<file path="src/rtl/layer_select_ctrl_pkg.sv">
// ----------------------------------------------------------------------------
// layer_select_ctrl_pkg
// Shared definitions for the 7-layer output multiplexer controller.
//   NUM_LAYERS    : layer count, equal to the mux width
//   LAYER_PLAYER  : index of the player layer (highest priority)
//   SEL_NONE      : active-low select value meaning "no layer"
//   flash_state_e : player hit-flash sequence states
//   layer_bit()   : one-hot vector with a single layer bit set
// ----------------------------------------------------------------------------
package layer_select_ctrl_pkg;

    localparam int unsigned NUM_LAYERS   = 7;
    localparam int unsigned LAYER_PLAYER = 0;

    localparam logic [NUM_LAYERS-1:0] SEL_NONE   = 7'b111_1111;
    localparam logic [NUM_LAYERS-1:0] MASK_ALL   = 7'h7F;
    localparam logic [NUM_LAYERS-1:0] PLAYER_BIT = 7'h01;

    typedef enum logic [1:0] {
        StIdle = 2'd0,
        StHide = 2'd1,
        StShow = 2'd2
    } flash_state_e;

    function automatic logic [NUM_LAYERS-1:0] layer_bit(input int idx);
        logic [NUM_LAYERS-1:0] one;
        one = {{(NUM_LAYERS - 1){1'b0}}, 1'b1};
        return one << idx;
    endfunction

endpackage

</file>
<file path="src/rtl/layer_select_ctrl_prio_sel_onehot_n.sv">
// ----------------------------------------------------------------------------
// prio_sel_onehot_n
// Combinational lowest-index priority encoder with active-low one-hot output.
//   req : per-layer request vector, bit 0 has the highest priority
//   sel : active-low one-hot select of the winning layer, SEL_NONE if req == 0
// ----------------------------------------------------------------------------
module prio_sel_onehot_n
    import layer_select_ctrl_pkg::*;
(
    input  logic [NUM_LAYERS-1:0] req,
    output logic [NUM_LAYERS-1:0] sel
);

    always_comb begin
        sel = SEL_NONE;
        // Scan from the top down so the lowest set index is the final writer.
        for (int i = NUM_LAYERS - 1; i >= 0; i--) begin
            if (req[i]) begin
                sel = ~layer_bit(i);
            end
        end
    end

endmodule

</file>
<file path="src/rtl/layer_select_ctrl.sv">
// ----------------------------------------------------------------------------
// layer_select_ctrl
// Per-pixel controller for the 7-layer sprite/background output multiplexer.
// Arbitrates among opaque layers, applies a frame-synchronous enable mask and
// a player hit-flash effect, and drives the mux's active-low one-hot select.
//
// Optional feature: define COLLISION_DETECT_EN to record frame-level
// collisions between the player layer and the other layers. Without it the
// collision output is tied to zero.
//
// Parameters:
//   FLASH_FRAMES  : frames a flash sequence lasts (1..255)
// Ports:
//   clk           : pixel-domain clock
//   reset_n       : asynchronous active-low reset
//   pixel_tick    : pixel enable, select updates only on ticks
//   frame_start   : pulse with the tick of the first pixel of a frame
//   layer_req     : bit i set when layer i is opaque at this pixel
//   cfg_valid     : mask update request
//   cfg_ready     : mask update can be accepted
//   cfg_mask      : new layer enable mask (1 = enabled)
//   flash_trigger : start/restart the player flash sequence
//   flashing      : flash sequence active
//   select        : active-low one-hot mux select, SEL_NONE = no layer
//   collision     : previous-frame player collision flags
// ----------------------------------------------------------------------------
module layer_select_ctrl
    import layer_select_ctrl_pkg::*;
#(
    parameter int unsigned FLASH_FRAMES = 8
) (
    input  logic                  clk,
    input  logic                  reset_n,
    input  logic                  pixel_tick,
    input  logic                  frame_start,
    input  logic [NUM_LAYERS-1:0] layer_req,
    input  logic                  cfg_valid,
    output logic                  cfg_ready,
    input  logic [NUM_LAYERS-1:0] cfg_mask,
    input  logic                  flash_trigger,
    output logic                  flashing,
    output logic [NUM_LAYERS-1:0] select,
    output logic [NUM_LAYERS-1:0] collision
);

    localparam logic [7:0] FLASH_LOAD = 8'(FLASH_FRAMES);

    // ------------------------------------------------------------------------
    // Mask handshake
    // ------------------------------------------------------------------------
    logic [NUM_LAYERS-1:0] active_mask_q, active_mask_d;
    logic [NUM_LAYERS-1:0] pending_mask_q;
    logic                  pending_valid_q, pending_valid_d;
    logic                  cfg_ready_q;
    logic                  cfg_xfer;
    logic                  mask_apply;

    assign cfg_xfer   = cfg_valid & cfg_ready_q;
    // A transfer in a frame_start cycle finds pending empty, so it waits for
    // the following frame_start.
    assign mask_apply = frame_start & pending_valid_q;

    always_comb begin
        active_mask_d   = active_mask_q;
        pending_valid_d = pending_valid_q;
        if (mask_apply) begin
            active_mask_d   = pending_mask_q;
            pending_valid_d = 1'b0;
        end
        if (cfg_xfer) begin
            pending_valid_d = 1'b1;
        end
    end

    always_ff @(posedge clk or negedge reset_n) begin
        if (!reset_n) begin
            active_mask_q   <= MASK_ALL;
            pending_mask_q  <= '0;
            pending_valid_q <= 1'b0;
            cfg_ready_q     <= 1'b1;
        end else begin
            active_mask_q   <= active_mask_d;
            pending_valid_q <= pending_valid_d;
            cfg_ready_q     <= ~pending_valid_d;
            if (cfg_xfer) begin
                pending_mask_q <= cfg_mask;
            end
        end
    end

    assign cfg_ready = cfg_ready_q;

    // ------------------------------------------------------------------------
    // Player flash FSM
    // ------------------------------------------------------------------------
    flash_state_e state_q, state_d;
    logic [7:0]   cnt_q, cnt_d;
    logic         flashing_q;

    always_comb begin
        state_d = state_q;
        cnt_d   = cnt_q;
        unique case (state_q)
            StIdle: begin
                if (flash_trigger) begin
                    state_d = StHide;
                    cnt_d   = FLASH_LOAD;
                end
            end
            StHide, StShow: begin
                // A retrigger only reloads the counter, even on frame_start.
                if (flash_trigger) begin
                    cnt_d = FLASH_LOAD;
                end else if (frame_start) begin
                    if (cnt_q == 8'd1) begin
                        state_d = StIdle;
                        cnt_d   = 8'd0;
                    end else begin
                        state_d = (state_q == StHide) ? StShow : StHide;
                        cnt_d   = cnt_q - 8'd1;
                    end
                end
            end
            default: begin
                state_d = StIdle;
                cnt_d   = 8'd0;
            end
        endcase
    end

    always_ff @(posedge clk or negedge reset_n) begin
        if (!reset_n) begin
            state_q    <= StIdle;
            cnt_q      <= 8'd0;
            flashing_q <= 1'b0;
        end else begin
            state_q    <= state_d;
            cnt_q      <= cnt_d;
            flashing_q <= (state_d != StIdle);
        end
    end

    assign flashing = flashing_q;

    // ------------------------------------------------------------------------
    // Pixel arbitration
    // ------------------------------------------------------------------------
    logic                  hide_eff;
    logic [NUM_LAYERS-1:0] eff_mask;
    logic [NUM_LAYERS-1:0] masked_req;
    logic [NUM_LAYERS-1:0] sel_next;
    logic [NUM_LAYERS-1:0] select_q;

    // The first pixel of a frame already sees the post-frame_start mask and
    // flash state; active_mask_d equals active_mask_q outside frame_start.
    assign hide_eff   = frame_start ? (state_d == StHide) : (state_q == StHide);
    assign eff_mask   = active_mask_d & ~(hide_eff ? PLAYER_BIT : '0);
    assign masked_req = layer_req & eff_mask;

    prio_sel_onehot_n u_prio (
        .req (masked_req),
        .sel (sel_next)
    );

    always_ff @(posedge clk or negedge reset_n) begin
        if (!reset_n) begin
            select_q <= SEL_NONE;
        end else if (pixel_tick) begin
            select_q <= sel_next;
        end
    end

    assign select = select_q;

    // ------------------------------------------------------------------------
    // Collision recording
    // ------------------------------------------------------------------------
`ifdef COLLISION_DETECT_EN
    logic [NUM_LAYERS-1:0] hits;
    logic [NUM_LAYERS-1:0] acc_q;
    logic [NUM_LAYERS-1:0] collision_q;

    // Raw requests: mask and flash do not affect collision detection.
    always_comb begin
        hits = '0;
        for (int i = 1; i < NUM_LAYERS; i++) begin
            hits[i] = layer_req[LAYER_PLAYER] & layer_req[i];
        end
    end

    always_ff @(posedge clk or negedge reset_n) begin
        if (!reset_n) begin
            acc_q       <= '0;
            collision_q <= '0;
        end else if (frame_start) begin
            collision_q <= acc_q;
            acc_q       <= pixel_tick ? hits : '0;
        end else if (pixel_tick) begin
            acc_q <= acc_q | hits;
        end
    end

    assign collision = collision_q;
`else
    assign collision = '0;
`endif

endmodule

</file>
<file path="config.mk">
export PLATFORM = sky130hd
export DESIGN_NAME = layer_select_ctrl
export DESIGN_NICKNAME = d
export VERILOG_FILES = /design/src/rtl/layer_select_ctrl_pkg.sv /design/src/rtl/layer_select_ctrl_prio_sel_onehot_n.sv /design/src/rtl/layer_select_ctrl.sv
export SDC_FILE = /design/constraint.sdc
export NUM_CORES = 1
export LEC_CHECK = 0
export CORE_MARGIN = 2
export CORE_UTILIZATION = 50
export DETAILED_ROUTE_END_ITERATION = 10
export PLACE_DENSITY_LB_ADDON = 0.05
export SLEW_MARGIN = 20
export SYNTH_ARGS = -nofsm -noshare
export SYNTH_HDL_FRONTEND = slang
export SYNTH_HIERARCHICAL = 1
export SYNTH_SLANG_ARGS = --single-unit
</file>
<file path="constraint.sdc">
create_clock -name clk -period 4.5 [get_ports clk]
set_clock_uncertainty 0.2 [all_clocks]
set_input_delay 0.675 -clock clk [delete_from_list [all_inputs] [get_ports clk]]
set_output_delay 0.675 -clock clk [all_outputs]
set_load 0.02 [all_outputs]
</file>
# Word level (Yosys, flattened, before mapping)
# Index checks and enable logic that the tools add are counted.
# totals
register_bits	34
latch_bits	0
mem_bits_rw	0
romBits	0
inputBits	20
output_inout_bits	16
elab_cells	48
mem_count	0
# classes
addsub	1
multipliers	0
div	0
magnitude_cmp	0
n_eq_ne	6
shifts	0
muxes	23
bitwise_logic	6
reduce_logical	4
# op_table
cell	n
$mux W7	8
$mux W8	4
$pmux W8 S2	1
$and A7 B7 Y7	2
$mux W2	5
$eq A8 B1 Y1 const B	1
$sub A8 B1 Y8 const B	1
$not A1 Y7	1
$eq A2 B1 Y1 const B	2
$mux W1	4
$pmux W2 S2	1
$ne A3 B3 Y1 const B	1
$and A1 B1 Y1	2
$eq A2 B2 Y1 const B	1
$logic_not A2 Y1	1
$ne A2 B2 Y1 const B	1
$reduce_and A2 Y1	1
$reduce_bool A2 Y1	1
$reduce_or A2 Y1	1
$not A1 Y1	1

# Logic depth before layout (Yosys ltp)
# Gate-level depths: netlist (run 1).
# depth
depth_word	19
depth_mapped	9
ltp_nobuf	9

# Hierarchy
# The synthesis (run 1) kept the hierarchy.
# modules_own_cells
module	n_inst	cells_each	area_per_inst_um2	seq_area_each_um2
layer_select_ctrl	1	156	1767.9	869.6
prio_sel_onehot_n	1	10	55.1	0.0

# Worst setup path after synthesis (run 1)
# OpenSTA, ideal clock, no wires.
# synth_path
path_kind	reg-to-reg
startpoint	reg state_q[1]
endpoint	reg select_q[6] (netlist: select[6])
setup_time_ps	82
arrival_time_ps	2085
required_ps	4218
setup_slack_ps	2133
path_stages_with_launch	10
path_buffers	0
period_less_slack_ps	2367
path_cell_list	dfrtp_1 -> inv_1 -> ha_1 -> nor4bb_1 -> o21ai_1 -> o31ai_1 -> a31oi_1 -> nor4_2 -> nand3_1 -> mux2_2
# synth_via
elab_chain_cells	13
word_cells_on_any_way	17
cone_classes	3 x eq/ne; 9 x mux; 3 x bitwise; 2 x reduce/logical
# synth_lines
element	line_no	rtl
start, declared	layer_select_ctrl.sv:96	flash_state_e state_q, state_d;
start signal, assigned	layer_select_ctrl.sv:133	state_q <= StIdle;
start signal, assigned	layer_select_ctrl.sv:137	state_q <= state_d;
$eq A2 B1 Y1	layer_select_ctrl.sv:103, layer_select_ctrl.sv:119, layer_select_ctrl.sv:156	
$mux W2	layer_select_ctrl.sv:119	state_d = (state_q == StHide) ? StShow : StHide;
$mux W2	layer_select_ctrl.sv:115	if (cnt_q == 8'd1) begin
$mux W2	layer_select_ctrl.sv:114	end else if (frame_start) begin
$mux W2	layer_select_ctrl.sv:112	if (flash_trigger) begin
$pmux W2 S2	layer_select_ctrl.sv:103	unique case (state_q)
$eq A2 B1 Y1	layer_select_ctrl.sv:156	assign hide_eff = frame_start ? (state_d == StHide) : (state_q == StHide);
$mux W1 (*)	layer_select_ctrl.sv:156	
$mux W1 (*)	layer_select_ctrl.sv:157	assign eff_mask = active_mask_d & ~(hide_eff ? PLAYER_BIT : '0);
$not A1 Y7 (*)	layer_select_ctrl.sv:157	
$and A7 B7 Y7 (*)	layer_select_ctrl.sv:157	
$and A7 B7 Y7 (*)	layer_select_ctrl.sv:158	assign masked_req = layer_req & eff_mask;
via masked_req[0]	layer_select_ctrl.sv:150	logic [NUM_LAYERS-1:0] masked_req;
$mux W7 (*)	layer_select_ctrl_prio_sel_onehot_n.sv:18	if (req[i]) begin
via sel_next[6]	layer_select_ctrl.sv:151	logic [NUM_LAYERS-1:0] sel_next;
end signal, assigned	layer_select_ctrl.sv:169	select_q <= sel_next;
end, declared	layer_select_ctrl.sv:152	logic [NUM_LAYERS-1:0] select_q;
# The timed path passes the listed nets; every way through them passes the cells marked *.
# A chain may end at the register's enable or synchronous reset.

# Worst setup path in the final report (run 1)
# layout_path
startpoint	in frame_start
endpoint	reg select_q[5] (netlist: select[5])
# layout_via
word_cells_on_any_way	17
cone_classes	1 x eq/ne; 12 x mux; 4 x bitwise
# layout_lines
element	line_no	rtl
start, declared	layer_select_ctrl.sv:35	input logic frame_start,
$and A1 B1 Y1	layer_select_ctrl.sv:61	assign mask_apply = frame_start & pending_valid_q;
$mux W7	layer_select_ctrl.sv:66	if (mask_apply) begin
via active_mask_d[2]	layer_select_ctrl.sv:51	logic [NUM_LAYERS-1:0] active_mask_q, active_mask_d;
$and A7 B7 Y7	layer_select_ctrl.sv:157	
$and A7 B7 Y7	layer_select_ctrl.sv:158	
via masked_req[2]	layer_select_ctrl.sv:150	
$mux W7 (3 in series)	layer_select_ctrl_prio_sel_onehot_n.sv:18	
via sel_next[5]	layer_select_ctrl.sv:151	
# The timed path passes the listed nets, and every way through them passes these cells.

==> flow_summary.toml, run 1 <==
[job]
cap_violations = 0

[power]
ir_drop_v = 0.000378
clockPowerShare_pct = 20.4
seqPwrFrac_pct = 37.3
power.switching_mw = 0.501
p_int_mw = 0.896
switching_share_pct = 35.8
p_comb_share_pct = 42.3
leakage_nw = 0.913
powerDensity_nw_per_um2 = 629

[sta]
fin_tns_setup_ns = 0
worst_slack_ns = 1.67
max_freq_ghz = 0.353
post-route-min-period_ns = 2.83
hold-worst-slack_ns = 0.322
slew_viol_final = 0
rsz0062_at_grt = "false"
hold_viol_final = 0
finalCritPeriodShare_pct = 62.9
setup_violations = 0

[floorplan]
die_w_um = 64.4
coreArea_um2 = 3420
rows = 21
die-area_um2 = 4140
die_y_um = 64.4
boundaryPins = 36
start_util_pct = 53.4

[grt]
grt_pass1_vias = 1414
grt_pass1_wl_um = 6130
grt_max_degree = 35
grt_overflow = 0
track_usage_pct = 19.4
grt_antenna_before_repair = 0

[critical_path]
cp.arrival_ns = 2.91
cp_max_fo = 8
worst_setup_path_start_kind = "input port"
cp.required_ns = 4.58
crit_type = "input port to register"
worstSetupEndpointType = "register"

[route]
drc = 0
firstDrtPassIters = 4
vias_per_cell = 5.44
vias = 1327
ant_nets = 0
routedWlPerCell_um = 14.8
drt_iter0_markers = 68
drt_wl_total_um = 3610

[placed_design]
place_ws_ns = 1.33
dpl.hpwl_um = 2650
gp_congestion = 0.797
port_buffers = 28

[clocking]
clk_pin_slew_ns = 0.12
cts_buffer_depth = 2
ctsRootBufferMaster = "clkbuf_4"
cts_max_level = 2
cts.sinks = 34
cts_resized = 0
insertion_delay_ns = 0.35
hold_buffers = 0
cts_setup_buffers = 0
cts_tree = "yes"
numCtsBuffers = 5

[yosys]
synth_top_area_share_pct = 26.1
synthArstFlopShare_pct = 100
synth_area_leaders = "dfrtp_1 26%, dfstp_2 22%, mux2_2 13%"
yosys.area.top_type = "dfrtp_1"
yosysMostFrequentCell = "mux2_2"
synth_edf_count = 0
ys.flop_type = "dfrtp_1"
syn_avg_cell_area_um2 = 11.0
synth_common_cells = "21 x mux2_2, 19 x dfrtp_1, 15 x dfstp_2, 12 x nand2_1, 10 x o21ai_0"
yosysWarnings = 6
synth_cell_types = 46
synth-seq-cells = 34
synthCells = 166
ys_seq_area_share_pct = 47.7
syn-cell-area_um2 = 1820

[cells_and_area]
final_util_pct = 65.0
diodes = 0
drive_above_1_share_pct = 25.8
finalNetCount = 222
synthToLayoutAreaGrowth_pct = 21.8

[min_path]
hold_path.class = "register to register"

[outcome]
outcome = "finished clean"
registers in the layout (all words and copies together) (netlist names):
register / flops
active_mask_q: 7
pending_valid_q: 1
state_q: 2
select: 7
flashing: 1
cnt_q: 8
cfg_ready: 1
pending_mask_q: 7
critical path, cell delays in order:
cell,delay [ns]
clkdlybuf4s50_1,0.55
nand2_1,0.32
mux2_2,0.38
and2_1,0.19
nor4_2,0.39
nand3b_1,0.13
mux2_2,0.27
metrics by stage:
| stage | power [mW] | std cells | instance area, um2 |
|---|---|---|---|
| final | 1.40 | 244 | 2220 |
| after global routing | 1.50 | 244 | 2220 |
| after CTS | 1.40 | 244 | 2220 |
| after detailed placement | 1.11 | 236 | 2110 |
| after global placement | 1.09 | 236 | 2110 |
| after floorplan | 0.952 | 172 | 1850 |
placed cells by master (no fill, tap or decap), types with 5 or more instances in the layout:
cell type        netlist  final
and2_1                 6      6
clkdlybuf4s50_1        0     28
nor2_1                 5      5
dfrtp_1               19     19
clkbuf_4               0      5
ha_1                   5      5
conb_1                 1      7
dfstp_2               15     15
o21ai_0               10     10
a21oi_1                8      8
nand2_1               12     12
inv_1                  9      9
mux2_2                21     21
power by group through the flow:
stage	clock network, mW	registers [mW]	logic, mW
after detailed placement	0	0.526	0.588
after floorplan	0	0.525	0.427
after global placement	0	0.518	0.569
final	0.285	0.521	0.591
after CTS	0.292	0.521	0.592
after global routing	0.304	0.537	0.657
cell families after synthesis:
logic type	after synthesis	share of synthesized area [%]
other	1	0.206
AND/OR/NAND/NOR	49	16.7
adder cells (fa/ha/maj)	5	3.43
XOR/XNOR	1	0.481
flip-flops	34	47.7
multiplexers	22	13.5
buffers and inverters	20	6.04
AO/OA/AOI/OAI	34	11.9
final timing paths:
| check | slack, ns | depth (start not counted) | from | to |
|---|---|---|---|---|
| max reg2reg | 1.70 | 9 | state_q[1] | select[5] |
| max in group asynchronous | 3.24 | 2 | reset_n | select[1] |
| min in group asynchronous | 0.52 | 2 | reset_n | pending_mask_q[0] |
| min reg2reg | 0.32 | 1 | pending_mask_q[1] | pending_mask_q[1] |
| min | 0.32 | 1 | pending_mask_q[1] | pending_mask_q[1] |
| max | 1.67 | 7 | frame_start | select[5] |
layer usage:
layer  track usage [%]  up-vias  wire (um)
li1                  -      638          -
met1              23.0      639       1580
met2              32.2       43       1760
met3              7.22        7        213
met4              7.18        0         60
met5                 0        -          0
layout make-up:
cell class,instances,area (um2)
fill,284,1190
sequential,34,870
multi-input combinational,118,866
timing repair buffer,29,288
clock inverter,3,68.8
tap,46,57.6
clock buffer,5,37.5
inverter,9,33.8
Note: power is estimated with default switching activity, not from simulation.
==> run 2: changes to the inputs <==
- clock period: 4.5 -> 2.68 ns (I/O delays scaled with it)
==> flow_summary.toml, run 2 (synthesis gave the netlist of run 1 again) <==
[outcome]
outcome = "finished clean"

[clocking]
cts_buffer_depth = 2
hold_buffers = 0
cts_tree = "yes"
insertion_delay_ns = 0.34
clk_pin_slew_ns = 0.12
ctsRootBufferMaster = "clkbuf_4"
cts_setup_buffers = 0
cts_max_level = 2
cts.sinks = 34
numCtsBuffers = 5
cts_resized = 0

[floorplan]
boundaryPins = 36
start_util_pct = 53.4
rows = 21
die_w_um = 64.4
die_y_um = 64.4
die-area_um2 = 4140
coreArea_um2 = 3420

[grt]
grt_overflow = 0
grt_pass1_vias = 1383
track_usage_pct = 20.0
grt_antenna_before_repair = 0
grt_pass1_wl_um = 6400
grt_max_degree = 35

[route]
vias = 1382
routedWlPerCell_um = 14.4
drc = 0
firstDrtPassIters = 4
ant_nets = 0
drt_wl_total_um = 3660
vias_per_cell = 5.42
drt_iter0_markers = 87

[cells_and_area]
fin_cells = 255
drive_above_1_share_pct = 30.1
final_util_pct = 67.8
synthToLayoutAreaGrowth_pct = 27.0
regMostFlops = "cnt_q"
finalNetCount = 233
fillCellCount = 271
diodes = 0
largest_register_ffs = 8
final_cell_mix = "28 x clkdlybuf4s50_1, 21 x mux2_2, 19 x dfrtp_1"
final_common_cell = "clkdlybuf4s50_1"

[power]
powerDensity_nw_per_um2 = 1070
ir_drop_v = 0.000592
leakage_nw = 0.972

[placed_design]
dpl.hpwl_um = 2670
dp.cells = 247
gp_congestion = 0.892
place_ws_ns = -0.0320
port_buffers = 28

[critical_path]
crit_type = "register to register"
cp.arrival_ns = 2.62
worstSetupEndpointType = "register"
cp.required_ns = 2.74
worst_setup_path_start_kind = "register"
cp_max_fo = 4

[sta]
hold-worst-slack_ns = 0.252
rsz0062_at_grt = "true"
setup_violations = 0
finalCritPeriodShare_pct = 95.4
post-route-min-period_ns = 2.56
slew_viol_final = 0
hold_viol_final = 0
max_freq_ghz = 0.391
worst_slack_ns = 0.122

[min_path]
hold_path.class = "input port to async pin"

[job]
cap_violations = 0
[run 2: changes by cell type in the layout (fill, tap and decap cells not counted)]
cell | before | now
a31oi_1 | 1 | 0
a31oi_2 | 0 | 1
buf_4 | 1 | 12
clkbuf_8 | 0 | 1
clkinv_4 | 1 | 0
[run 2: per-stage QoR]
stage / power, mW / setup TNS [ns] / area (um2)
2_1_floorplan: 1.60 / 0 / 1850
3_3_place_gp: 1.92 / 0 / 2200
3_5_place_dp: 1.96 / -0.0524 / 2200
4_1_cts: 2.48 / 0 / 2310
5_1_grt: 2.65 / -0.0129 / 2310
6_report: 2.47 / 0 / 2310
[run 2: path summary, 6_finish.rpt]
check	slack [ns]	cells after the start	from	end
max	0.12	9	cnt_q[1]	select[0]
min	0.25	2	reset_n	flashing
max reg2reg	0.12	9	cnt_q[1]	select[0]
min reg2reg	0.32	1	pending_mask_q[2]	pending_mask_q[2]
max in group asynchronous	1.68	2	reset_n	select[1]
min in group clk	0.32	1	pending_mask_q[2]	pending_mask_q[2]
[run 2: cell type report]
cell class	count	area [um2]	share of cell area, %
sequential	34	870	37.6
multi-input combinational	118	872	37.7
tap	46	57.6	2.49
clock buffer	6	51.3	2.22
timing repair buffer	40	370	16.0
clock inverter	2	60.1	2.59
inverter	9	33.8	1.46
[run 2: where the power goes]
part | total [mW] | internal [mW] | switching [mW] | leakage, nW
registers | 0.860 | 0.737 | 0.123 | 0.396
clock network | 0.496 | 0.316 | 0.180 | 0.0585
logic | 1.11 | 0.555 | 0.558 | 0.517
total | 2.47 | 1.61 | 0.861 | 0.972
[run 2: layer usage]
metal  GRT usage, %  up-vias  routed length [um]
met4           5.59        0                  15
met2           31.3       39                1730
met1           26.9      678                1730
met5              0        -                   0
met3           6.34        2                 184
li1               -      663                   -
[run 2: worst max-delay path: stages (launching register included)]
cell	delay, ns
dfrtp_1	0.42
inv_1	0.12
ha_1	0.18
or3b_2	0.48
o21ai_1	0.24
o31ai_1	0.13
a31oi_2	0.25
buf_4	0.15
inv_1	0.04
mux2_2	0.27
